## src/rtl/sparc_cc_pkg.sv

```systemverilog
// Shared constants for the SPARC condition-code execute stage:
// data/flag widths, flag bit positions inside {N,Z,V,C} and Bicc cond encodings.
package sparc_cc_pkg;

    localparam int unsigned DATA_W = 32;
    localparam int unsigned FLAG_W = 4;
    localparam int unsigned REG_W  = 5;
    localparam int unsigned COND_W = 4;
    localparam int unsigned PERF_W = 32;

    // Flag bit positions inside icc / alu_flags
    localparam int unsigned FLAG_N = 3;
    localparam int unsigned FLAG_Z = 2;
    localparam int unsigned FLAG_V = 1;
    localparam int unsigned FLAG_C = 0;

    // Bicc cond field encodings
    localparam logic [3:0] COND_NEVER  = 4'b0000;
    localparam logic [3:0] COND_E      = 4'b0001;
    localparam logic [3:0] COND_LE     = 4'b0010;
    localparam logic [3:0] COND_L      = 4'b0011;
    localparam logic [3:0] COND_LEU    = 4'b0100;
    localparam logic [3:0] COND_CS     = 4'b0101;
    localparam logic [3:0] COND_NEG    = 4'b0110;
    localparam logic [3:0] COND_VS     = 4'b0111;
    localparam logic [3:0] COND_ALWAYS = 4'b1000;
    localparam logic [3:0] COND_NE     = 4'b1001;
    localparam logic [3:0] COND_G      = 4'b1010;
    localparam logic [3:0] COND_GE     = 4'b1011;
    localparam logic [3:0] COND_GU     = 4'b1100;
    localparam logic [3:0] COND_CC     = 4'b1101;
    localparam logic [3:0] COND_POS    = 4'b1110;
    localparam logic [3:0] COND_VC     = 4'b1111;

endpackage

```

## src/rtl/cc_cond_eval.sv

```systemverilog
// Combinational Bicc condition evaluator: decides branch taken from icc and cond.
module cc_cond_eval
    import sparc_cc_pkg::*;
(
    input  logic [FLAG_W-1:0] icc,
    input  logic [COND_W-1:0] cond,
    output logic              taken
);

    logic n_s;
    logic z_s;
    logic v_s;
    logic c_s;

    assign n_s = icc[FLAG_N];
    assign z_s = icc[FLAG_Z];
    assign v_s = icc[FLAG_V];
    assign c_s = icc[FLAG_C];

    // Decode the cond field against the current flags
    always_comb begin
        taken = 1'b0;
        case (cond)
            COND_NEVER:  taken = 1'b0;
            COND_E:      taken = z_s;
            COND_LE:     taken = z_s | (n_s ^ v_s);
            COND_L:      taken = n_s ^ v_s;
            COND_LEU:    taken = c_s | z_s;
            COND_CS:     taken = c_s;
            COND_NEG:    taken = n_s;
            COND_VS:     taken = v_s;
            COND_ALWAYS: taken = 1'b1;
            COND_NE:     taken = ~z_s;
            COND_G:      taken = ~(z_s | (n_s ^ v_s));
            COND_GE:     taken = ~(n_s ^ v_s);
            COND_GU:     taken = ~(c_s | z_s);
            COND_CC:     taken = ~c_s;
            COND_POS:    taken = ~n_s;
            COND_VC:     taken = ~v_s;
            default:     taken = 1'b0;
        endcase
    end

endmodule

```

## src/rtl/ex_cc_stage.sv

```systemverilog
// Execute-stage pipeline register with SPARC integer condition codes.
// Holds one ALU result word for the MEM stage, owns the architectural icc,
// and resolves Bicc branches against the icc value seen before any update
// made by the same word.
// Optional performance counters are built when EX_CC_PERF_EN is defined;
// otherwise perf_words/perf_taken are tied to zero.
module ex_cc_stage
    import sparc_cc_pkg::*;
(
    input  logic              clk,
    input  logic              reset,
    input  logic              in_valid,
    output logic              in_ready,
    input  logic [DATA_W-1:0] alu_y,
    input  logic [FLAG_W-1:0] alu_flags,
    input  logic              modcc,
    input  logic [REG_W-1:0]  rd,
    input  logic              wr_en,
    input  logic              is_branch,
    input  logic [COND_W-1:0] cond,
    input  logic              flush,
    output logic              out_valid,
    input  logic              out_ready,
    output logic [DATA_W-1:0] out_y,
    output logic [REG_W-1:0]  out_rd,
    output logic              out_wr_en,
    output logic              out_taken,
    output logic [FLAG_W-1:0] icc,
    output logic              alu_cin,
    output logic [PERF_W-1:0] perf_words,
    output logic [PERF_W-1:0] perf_taken
);

    logic              valid_q;
    logic              valid_d;
    logic [DATA_W-1:0] y_q;
    logic [DATA_W-1:0] y_d;
    logic [REG_W-1:0]  rd_q;
    logic [REG_W-1:0]  rd_d;
    logic              wr_en_q;
    logic              wr_en_d;
    logic              taken_q;
    logic              taken_d;
    logic [FLAG_W-1:0] icc_q;
    logic [FLAG_W-1:0] icc_d;

    logic              in_ready_s;
    logic              accept_s;
    logic              cond_taken_s;
    logic              branch_taken_s;

    // Branch decision always uses the icc held before this edge
    cc_cond_eval u_cond_eval (
        .icc   (icc_q),
        .cond  (cond),
        .taken (cond_taken_s)
    );

    assign in_ready_s     = ~valid_q | out_ready;
    assign accept_s       = in_valid & in_ready_s & ~flush;
    assign branch_taken_s = is_branch & cond_taken_s;

    // Next-state for the held word and icc; wr_en/taken are cleared whenever the slot empties
    always_comb begin
        valid_d = valid_q;
        y_d     = y_q;
        rd_d    = rd_q;
        wr_en_d = wr_en_q;
        taken_d = taken_q;
        icc_d   = icc_q;
        if (flush) begin
            valid_d = 1'b0;
            wr_en_d = 1'b0;
            taken_d = 1'b0;
        end else if (accept_s) begin
            valid_d = 1'b1;
            y_d     = alu_y;
            rd_d    = rd;
            wr_en_d = wr_en;
            taken_d = branch_taken_s;
            if (modcc) begin
                icc_d = alu_flags;
            end else begin
                icc_d = icc_q;
            end
        end else if (valid_q && out_ready) begin
            valid_d = 1'b0;
            wr_en_d = 1'b0;
            taken_d = 1'b0;
        end else begin
            valid_d = valid_q;
        end
    end

    // Pipeline register and icc state, synchronous reset has top priority
    always_ff @(posedge clk) begin
        if (reset) begin
            valid_q <= 1'b0;
            y_q     <= {DATA_W{1'b0}};
            rd_q    <= {REG_W{1'b0}};
            wr_en_q <= 1'b0;
            taken_q <= 1'b0;
            icc_q   <= {FLAG_W{1'b0}};
        end else begin
            valid_q <= valid_d;
            y_q     <= y_d;
            rd_q    <= rd_d;
            wr_en_q <= wr_en_d;
            taken_q <= taken_d;
            icc_q   <= icc_d;
        end
    end

    assign in_ready  = in_ready_s;
    assign out_valid = valid_q;
    assign out_y     = y_q;
    assign out_rd    = rd_q;
    assign out_wr_en = wr_en_q;
    assign out_taken = taken_q;
    assign icc       = icc_q;
    assign alu_cin   = icc_q[FLAG_C];

`ifdef EX_CC_PERF_EN
    logic [PERF_W-1:0] perf_words_q;
    logic [PERF_W-1:0] perf_words_d;
    logic [PERF_W-1:0] perf_taken_q;
    logic [PERF_W-1:0] perf_taken_d;

    // Count accepted words and accepted taken branches, wrapping freely
    always_comb begin
        perf_words_d = perf_words_q;
        perf_taken_d = perf_taken_q;
        if (accept_s) begin
            perf_words_d = perf_words_q + 32'd1;
            if (branch_taken_s) begin
                perf_taken_d = perf_taken_q + 32'd1;
            end else begin
                perf_taken_d = perf_taken_q;
            end
        end else begin
            perf_words_d = perf_words_q;
        end
    end

    // Counter registers
    always_ff @(posedge clk) begin
        if (reset) begin
            perf_words_q <= 32'h0000_0000;
            perf_taken_q <= 32'h0000_0000;
        end else begin
            perf_words_q <= perf_words_d;
            perf_taken_q <= perf_taken_d;
        end
    end

    assign perf_words = perf_words_q;
    assign perf_taken = perf_taken_q;
`else
    assign perf_words = 32'h0000_0000;
    assign perf_taken = 32'h0000_0000;
`endif

endmodule

```

## config.mk

```make
export PLATFORM = sky130hd
export DESIGN_NAME = ex_cc_stage
export DESIGN_NICKNAME = d
export VERILOG_FILES = /design/src/rtl/sparc_cc_pkg.sv /design/src/rtl/cc_cond_eval.sv /design/src/rtl/ex_cc_stage.sv
export SDC_FILE = /design/constraint.sdc
export NUM_CORES = 1
export LEC_CHECK = 0
export ABC_AREA = 1
export CORE_UTILIZATION = 37
export CTS_BUF_LIST = sky130_fd_sc_hd__clkbuf_16
export CTS_CLUSTER_DIAMETER = 80
export DETAILED_ROUTE_END_ITERATION = 7
export GPL_TIMING_DRIVEN = 0
export HOLD_SLACK_MARGIN = 0.12
export PLACE_DENSITY_LB_ADDON = 0.08
export SETUP_SLACK_MARGIN = 0.2
export SKIP_CTS_REPAIR_TIMING = 1
export SYNTH_ARGS = -nofsm -noshare
export SYNTH_HDL_FRONTEND = slang
export SYNTH_SLANG_ARGS = --single-unit
```

## constraint.sdc

```tcl
create_clock -name clk -period 2.11 [get_ports clk]
set_input_delay 0.3165 -clock clk [delete_from_list [all_inputs] [get_ports clk]]
set_output_delay 0.3165 -clock clk [all_outputs]
set_load 0.005 [all_outputs]
```

# After elaboration in Yosys (flattened, before gate mapping)
# Index checks and enable logic that the tools add are counted.
[word_totals]
input_bits = 53
ff_bits = 44
wordCells = 48
output_inout_bits = 110
[op_classes]
n_reduce_logical = 6
n_mux = 5
bitwise_logic = 16
eq_ne = 15
[ops]
columns = ["op", "count"]
rows = [
  ["4-bit == test, second input constant", 8],
  ["4-bit by 3-bit == test with 1-bit output, second input constant", 4],
  ["1-bit one-hot mux with 16 select lines", 1],
  ["1-bit NOT", 9],
  ["4-bit by 2-bit == test with 1-bit output, second input constant", 2],
  ["4-bit by 1-bit == test with 1-bit output, second input constant", 1],
  ["4-bit zero test", 1],
  ["1-bit 2-to-1 mux", 4],
  ["1-bit AND", 3],
  ["1-bit bitwise OR", 3],
  ["3-bit AND reduction", 1],
  ["2-bit AND reduction", 1],
  ["2-bit nonzero test", 1],
  ["2-bit OR reduction", 1],
  ["1-bit logical AND", 1],
  ["1-bit bitwise XOR", 1],
]

# Longest topological paths before layout
[logic_depth]
depth_word = 6
depth_mapped = 11
mapped_depth_nobuf = 11

# Cells and area by module
# A second synthesis with hierarchy kept.
[unflattened]
cells_unflattened = 321
area_unflattened_um2 = 2339.7
[by_module_without_submodules]
columns = ["mod", "cells_per_inst", "seq_area_each_um2", "area_each_um2", "n_inst"]
rows = [
  ["ex_cc_stage", 274, 880.8, 2145.8, 1],
  ["cc_cond_eval", 47, 0.0, 193.9, 1],
]

# Least setup slack after synthesis
# OpenSTA, ideal clock, no wires.
[synth_timing]
kind = "register to register"
start = "register valid_q (netlist: out_valid)"
end = "register taken_q (netlist: out_taken)"
period_less_slack_ps = 1084
required_ps = 2044
setup_ps = 66
slack_ps = 1026
path_buffers = 1
stages_incl_launch_ff = 8
t_arrival_ps = 1018
cell_sequence = "dfxtp_1 -> nand2_2 -> nand3_4 -> inv_4 -> buf_6 -> a21oi_2 -> nand2_1 -> a21oi_2"
[synth_via]
elab_chain_cells = 5
elab_cells_between_ends = 7
cone_classes = "mux: 1; bitwise: 4; reduce/logical: 2"
[synth_rtl]
columns = ["item", "line", "text"]
rows = [
  ["start, declared", "ex_cc_stage.sv:34", "logic valid_q;"],
  ["start signal, assigned", "ex_cc_stage.sv:105", "valid_q <= valid_d;"],
  ["1-bit NOT (*)", "ex_cc_stage.sv:59", "assign in_ready_s = ~valid_q | out_ready;"],
  ["1-bit bitwise OR (*)", "ex_cc_stage.sv:59", ""],
  ["via in_ready", "ex_cc_stage.sv:13", "output logic in_ready,"],
  ["1-bit AND (*) (2 in series)", "ex_cc_stage.sv:60", "assign accept_s = in_valid & in_ready_s & ~flush;"],
  ["1-bit 2-to-1 mux / 2-bit nonzero test (equally long branches)", "--", ""],
  ["end signal, assigned", "ex_cc_stage.sv:109", "taken_q <= taken_d;"],
  ["end, declared", "ex_cc_stage.sv:42", "logic taken_q;"],
]
# Mark *: on every way through the listed nets, which the timed path passes. The rest lies on a longest branch.
# A chain may end at the register's enable or synchronous reset.

# Worst setup path after layout
[layout_timing]
start = "input port out_ready"
end = "output port in_ready"
[layout_via]
elab_chain_cells = 1
[layout_rtl]
columns = ["item", "line", "text"]
rows = [
  ["start, declared", "ex_cc_stage.sv:23", "input logic out_ready,"],
  ["1-bit bitwise OR", "ex_cc_stage.sv:59", ""],
  ["end, declared", "ex_cc_stage.sv:13", ""],
]
# Every way passes these cells.

==> report_table.html <==
<table>
<tr><th>Metric</th><th>Value</th></tr>
<tr><th colspan="2">STA</th></tr>
<tr><td># setup viols final</td><td>0</td></tr>
<tr><td>Final setup TNS</td><td>0 ns</td></tr>
<tr><td>Final worst-path cycle share</td><td>0.860</td></tr>
<tr><td>Final Hold Viols</td><td>0</td></tr>
<tr><td>Setup repair after global routing missed its margin</td><td>false</td></tr>
<tr><td>F_max</td><td>551 MHz</td></tr>
<tr><td>Max Transition Viols Final</td><td>0</td></tr>
<tr><td>Clock Skews</td><td>0.00287 ns</td></tr>
<tr><td>Final min period</td><td>1.82 ns</td></tr>
<tr><th colspan="2">Die</th></tr>
<tr><td>FP Rows</td><td>28</td></tr>
<tr><td>Initial cell density of the core</td><td>0.383</td></tr>
<tr><td>Die Outline Area</td><td>0.00644 sq mm</td></tr>
<tr><td>Die width</td><td>80.3 microns</td></tr>
<tr><td>Core Region</td><td>0.00592 sq mm</td></tr>
<tr><td>Number of I/O pins</td><td>163</td></tr>
<tr><td>Die Ht</td><td>80.3 microns</td></tr>
<tr><th colspan="2">Place</th></tr>
<tr><td>Cell total after placement</td><td>546</td></tr>
<tr><td>Port buffer count</td><td>98</td></tr>
<tr><td>Cell area reported after detailed placement</td><td>0.00358 sq mm</td></tr>
<tr><td>Final Wtd Congestion</td><td>0.806</td></tr>
<tr><td>Placed wire-length estimate</td><td>4.16 mm</td></tr>
<tr><th colspan="2">Global route</th></tr>
<tr><td>Global route total overflow</td><td>0</td></tr>
<tr><td>Number of antenna violations at the first check in global routing</td><td>0</td></tr>
<tr><td>Vias in the first global route</td><td>1,860</td></tr>
<tr><td>Overall Global Routing Usage</td><td>0.168</td></tr>
<tr><td>First-pass GRT wire length</td><td>8.34 mm</td></tr>
<tr><td>Pin count of the biggest net entering global routing</td><td>14</td></tr>
<tr><th colspan="2">Synthesis</th></tr>
<tr><td>Syn Inst Count</td><td>310</td></tr>
<tr><td>Post-Synth Simple-Gate Area</td><td>0.218</td></tr>
<tr><td>Fraction of synthesized cell area in xor and xnor cells</td><td>0</td></tr>
<tr><td>Seq/Total Area, Yosys</td><td>0.389</td></tr>
<tr><td>Yosys reg bits</td><td>44</td></tr>
<tr><td>Share of synthesized area spent on multiplexers</td><td>0</td></tr>
<tr><td>Library cells used by synthesis</td><td>19</td></tr>
<tr><td>Main combinational cell family by area after synthesis</td><td>buffers and inverters</td></tr>
<tr><td>Avg Cell Area, Syn</td><td>7.31 sq um</td></tr>
<tr><td>Compound-cell area share of the yosys netlist</td><td>0.112</td></tr>
<tr><td>Arithmetic-cell share of the synthesized area counting full adders, half adders and majority gates</td><td>0</td></tr>
<tr><td>Area of the mapped netlist</td><td>0.00227 sq mm</td></tr>
<tr><td>Count of warnings emitted by yosys</td><td>0</td></tr>
<tr><th colspan="2">Setup path</th></tr>
<tr><td>Startpoint types</td><td>primary input</td></tr>
<tr><td>Peak per-stage delay on the critical path</td><td>0.53 ns</td></tr>
<tr><td>Cell breakdown of the critical path</td><td>clkdlybuf4s50_1 -&gt; inv_1 -&gt; nand2_2 -&gt; clkdlybuf4s50_1</td></tr>
<tr><td>Worst EP arrival</td><td>1.50 ns</td></tr>
<tr><td>Worst r2r src</td><td>out_valid</td></tr>
<tr><td>Type of destination of the critical path</td><td>output port</td></tr>
<tr><td>CP Class</td><td>primary input to output port</td></tr>
<tr><td>Reg-to-reg endpoint</td><td>out_y[23]</td></tr>
<tr><td>Worst EP required</td><td>1.79 ns</td></tr>
<tr><td>Top cell by count, worst path</td><td>sky130_fd_sc_hd__clkdlybuf4s50_1</td></tr>
<tr><td>Worst path slowest cell</td><td>sky130_fd_sc_hd__clkdlybuf4s50_1</td></tr>
<tr><td>Register-to-Register Path Depth</td><td>5</td></tr>
<tr><td>Crit path max fanout</td><td>3</td></tr>
<tr><td>Critical path launch point</td><td>out_ready</td></tr>
<tr><td>Reg2reg setup slack</td><td>0.93 ns</td></tr>
<tr><th colspan="2">Power</th></tr>
<tr><td>Switching part of the total power</td><td>0.240</td></tr>
<tr><td>Maximum ir drop on the vdd rail</td><td>0.338 mV</td></tr>
<tr><td>Register share of total power</td><td>0.426</td></tr>
<tr><td>Sw Pwr</td><td>0.513 mW</td></tr>
<tr><td>Clock share of power</td><td>0.340</td></tr>
<tr><td>Total power per unit cell area</td><td>575 mW/mm^2</td></tr>
<tr><td>Static Leak</td><td>1.77 nW</td></tr>
<tr><td>Internal Power</td><td>1.62 mW</td></tr>
<tr><td>Total power consumption of the routed design</td><td>2.13 mW</td></tr>
<tr><td>Combinational cell fraction of total power</td><td>0.234</td></tr>
<tr><th colspan="2">Clock network</th></tr>
<tr><td>Buffer type at the clock tree root</td><td>sky130_fd_sc_hd__clkbuf_16</td></tr>
<tr><td>Clock Tree Buf Depth</td><td>2</td></tr>
<tr><td>Clock tree sinks</td><td>44</td></tr>
<tr><td>CTS HTree Levels</td><td>2</td></tr>
<tr><td>Number of buffers added by the clock tree synthesis step</td><td>5</td></tr>
<tr><td>Clock tree from TritonCTS</td><td>built</td></tr>
<tr><td>Clock latency on the worst-skew pair</td><td>0.28 ns</td></tr>
<tr><td>Clock-pin slew reported for the worst setup and hold paths after clock tree synthesis</td><td>0.06 ns</td></tr>
<tr><th colspan="2">Final layout</th></tr>
<tr><td>Number of antenna diodes</td><td>0</td></tr>
<tr><td>Fraction of layout cells with a size suffix above 1</td><td>0.180</td></tr>
<tr><td>P&amp;R area growth vs syn</td><td>63.9%</td></tr>
<tr><td>Total non-filler cell area in the finished layout</td><td>0.00371 sq mm</td></tr>
<tr><td>Most common cell after layout, fill and taps aside</td><td>sky130_fd_sc_hd__clkdlybuf4s50_1</td></tr>
<tr><td>Post-route insts no fill</td><td>553</td></tr>
<tr><td>Most frequent cells in the layout</td><td>98 x sky130_fd_sc_hd__clkdlybuf4s50_1, 80 x sky130_fd_sc_hd__nor2_1, 68 x sky130_fd_sc_hd__buf_4, 64 x sky130_fd_sc_hd__conb_1, 44 x sky130_fd_sc_hd__dfxtp_1</td></tr>
<tr><td>Number of nets in the finished design</td><td>531</td></tr>
<tr><th colspan="2">Hold path</th></tr>
<tr><td>Startpoint of the lowest-slack hold path</td><td>out_wr_en</td></tr>
<tr><td>Worst hold path type</td><td>flip-flop to flip-flop</td></tr>
<tr><td>Worst hold path cell count</td><td>2</td></tr>
<tr><td>Hold Crit Endpoint</td><td>out_wr_en</td></tr>
<tr><th colspan="2">Flow run</th></tr>
<tr><td>Max Cap Viol</td><td>0</td></tr>
<tr><th colspan="2">Routing</th></tr>
<tr><td>Routed len/inst</td><td>9.48 microns</td></tr>
<tr><td>Routed Wire Length</td><td>5.25 mm</td></tr>
<tr><td>Routed vias</td><td>2,136</td></tr>
<tr><td>1st-iter DRT viols</td><td>39</td></tr>
<tr><td>Number of vias per cell</td><td>3.86</td></tr>
<tr><td>Remaining design rule violation count</td><td>0</td></tr>
<tr><td>Residual antenna-violating net count after detailed routing</td><td>0</td></tr>
<tr><td>First-pass DRT Iterations</td><td>4</td></tr>
<tr><th colspan="2">Outcome</th></tr>
<tr><td>Run status</td><td>completed</td></tr>
</table>
per-stage QoR:
step,hold WS (ns),setup WS (ns),util
finish,0.460,0.295,0.627
global route,0.504,0.236,0.627
CTS,0.463,0.302,0.627
detailed placement,0.455,0.309,0.604
global placement,0.449,0.312,0.604
floorplan,0.386,1.03,-
state kept, by name, indices dropped and copies added, names as in the netlist:
signal	flops
out_taken	1
out_wr_en	1
out_y	32
out_rd	5
icc	4
out_valid	1
critical path, delay by kind of cell:
| family | cells | cell delay, ns |
|---|---|---|
| buf+inv | 3 | 1.09 |
| simple gates | 1 | 0.09 |
power by group through the flow:
| stage | combinational (mW) | sequential [mW] | clock [mW] |
|---|---|---|---|
| after global placement | 0.493 | 0.926 | 0 |
| after detailed placement | 0.496 | 0.929 | 0 |
| final | 0.499 | 0.910 | 0.726 |
| after CTS | 0.499 | 0.911 | 0.755 |
| after floorplan | 0.256 | 0.933 | 0 |
| after global routing | 0.559 | 0.916 | 0.794 |
cell families after synthesis:
group | after synthesis
simple gates | 124
buf+inv | 92
compound gates | 49
flops | 44
other cells | 1
worst max path at each step:
stage | endpoint | slack (ns) | depth (start not counted)
4_1_cts | in_ready | 0.30 | 4
2_1_floorplan | out_taken | 1.03 | 7
5_1_grt | in_ready | 0.24 | 4
3_5_place_dp | in_ready | 0.31 | 4
6_report | in_ready | 0.29 | 4
3_3_place_gp | in_ready | 0.31 | 4
routing by layer:
layer	vias to the layer above	share of wire	wire (microns)	global-route usage
met5	-	0	0	0
met4	0	0.0092	48	0.0482
met3	5	0.11	578	0.0625
met2	97	0.48	2500	0.291
met1	861	0.40	2120	0.193
li1	1173	-	-	-
Yosys cell counts:
cell                       instances  share of area
sky130_fd_sc_hd__nand3_4           1         0.0077
sky130_fd_sc_hd__nand2_2           1         0.0028
sky130_fd_sc_hd__o21ai_1          20          0.044
sky130_fd_sc_hd__a21oi_2           2         0.0077
sky130_fd_sc_hd__conb_1            1         0.0017
sky130_fd_sc_hd__a21oi_1           6          0.013
sky130_fd_sc_hd__inv_2             1         0.0017
sky130_fd_sc_hd__buf_6             4          0.020
sky130_fd_sc_hd__a31oi_1           1         0.0028
sky130_fd_sc_hd__nand3_1           8          0.018
sky130_fd_sc_hd__nand2_1          33          0.055
sky130_fd_sc_hd__dfxtp_1          44           0.39
sky130_fd_sc_hd__nor2_1           80           0.13
sky130_fd_sc_hd__inv_1            13          0.022
sky130_fd_sc_hd__clkbuf_1          5         0.0083
sky130_fd_sc_hd__buf_4            68           0.23
sky130_fd_sc_hd__nor2_2            1         0.0028
sky130_fd_sc_hd__o21ai_0          20          0.044
sky130_fd_sc_hd__inv_4             1         0.0028
cell type report:
| type | count | area [sq um] |
|---|---|---|
| multi-input cells | 237 | 988 |
| flip-flops and latches | 44 | 881 |
| fillers | 573 | 2210 |
| plain buffers | 77 | 574 |
| clock buffers | 5 | 125 |
| repair buffers | 98 | 981 |
| inverters | 15 | 58.8 |
| clock inverters | 2 | 12.5 |
| well taps | 75 | 93.8 |
Note: power is estimated with default switching activity, not from simulation.
==> variant: new RTL, same flow settings <==
Add a define of `EX_CC_PERF_EN`.
--- a/src/rtl/ex_cc_stage.sv
+++ b/src/rtl/ex_cc_stage.sv
@@ -6,2 +6,4 @@
 // otherwise perf_words/perf_taken are tied to zero.
+`define EX_CC_PERF_EN
+
 module ex_cc_stage
Formal check against the unedited RTL: not equivalent (Yosys sat finds a counterexample within 4 cycles, from zero or initial values and one cycle with reset high).
==> variant against the original RTL <==
  * The flow now finishes with violations (DRC)
  * Worst setup slack got worse by 0.042 ns
  * Core utilization decreased by 8.7 points
  * Area after synthesis increased by 150%
  * Fmax decreased by 2.3%
  * Sequential share of layout area increased by 3.8 points
  * Critical path depth unchanged
  * Sequential cell count increased by 64
  * Non-clock buffer count increased by 27
  * Sequential power increased by 130%
  * Routed wire length increased to 3.1 times the old value
  * Power increased by 110%
  * Die area increased by 140%
  * Final area increased by 110%
  * Clock skew increased by 0.0091 ns
  * Critical path type unchanged
  * Critical endpoint unchanged
==> variant: results <==
metrics = {
    "route": {
        "avgRoutedWirePerCell_um": 13.1,
        "drc": 18,
        "drtPass1Iterations": 6,
        "wl_um": 16300,
        "wl_met3_um": 1450,
    },
    "clock_network": {
        "worstSkewPairLatency_ns": 0.36,
        "ctsHtreeMaxLevel": 3,
        "clock-sinks": 108,
        "clk_pin_slew_ns": 0.08,
    },
    "grt": {
        "track_usage_pct": 21.2,
        "grtUsageMet1_pct": 26.2,
        "grt_use_met2_pct": 33.8,
    },
    "place": {
        "placed_area_um2": 7440,
        "gp_congestion": 0.861,
        "dp.cells": 1219,
        "dpl.hpwl_um": 12300,
        "portBuffers": 162,
    },
    "yosys": {
        "synth_compound_area_share_pct": 7.45,
        "postSynthCellCount": 873,
        "synth.distinct_cells": 34,
        "ys_seq_area_share_pct": 38.7,
    },
    "run_status": {
        "outcome": "finished, violations left",
        "violations": "DRC",
    },
    "cells_and_area": {
        "nNonClkInverters": 133,
        "drive_above_1_share_pct": 8.66,
        "nets": 1112,
        "postLayoutCellArea_um2": 7910,
        "final-clk-cell-share_pct": 3.78,
        "nMultiInputCombCells": 603,
    },
    "sta": {
        "fin_skew_ns": 0.0120,
    },
    "setup_path": {
        "worstReg2RegStart": "perf_taken[8]$_SDFFE_PP0P_",
        "arrival_ns": 1.54,
        "r2r_slack_ns": 0.36,
    },
    "worst_hold_path": {
        "hp-start": "out_taken$_SDFFE_PP0P_",
        "min_to": "out_taken$_SDFFE_PP0P_",
    },
    "pwr": {
        "internal-power_mw": 3.33,
        "p_clk_share_pct": 38.8,
        "seq_power_mw": 2.13,
    },
}
==> variant: cell families after synthesis <==
family	count (synthesis)
xor gates and xnor gates	8
adders and majority gates	2
DFF	108
buffers and inverters	163
and+or+nand+nor	509
AOI/OAI and AO/OA	83
==> variant: how the worst max path moves through the flow <==
stage / cells after the start / endpoint / start / slack (ns)
3_3_place_gp: 10 / perf_words[31]$_SDFFE_PP0P_ / out_ready / -0.19
5_1_grt: 11 / perf_words[26]$_SDFFE_PP0P_ / perf_words[0]$_SDFFE_PP0P_ / 0.19
2_1_floorplan: 10 / perf_taken[30]$_SDFFE_PP0P_ / perf_taken[0]$_SDFFE_PP0P_ / 0.58
6_report: 4 / in_ready / out_ready / 0.25
3_5_place_dp: 10 / perf_words[31]$_SDFFE_PP0P_ / out_ready / -0.20
4_1_cts: 6 / icc[2]$_SDFFE_PP0P_ / reset / 0.16
==> variant: critical path: stages <==
cell,delay [ns]
clkdlybuf4s50_1,0.52
inv_1,0.07
nand2_2,0.12
clkdlybuf4s50_1,0.52
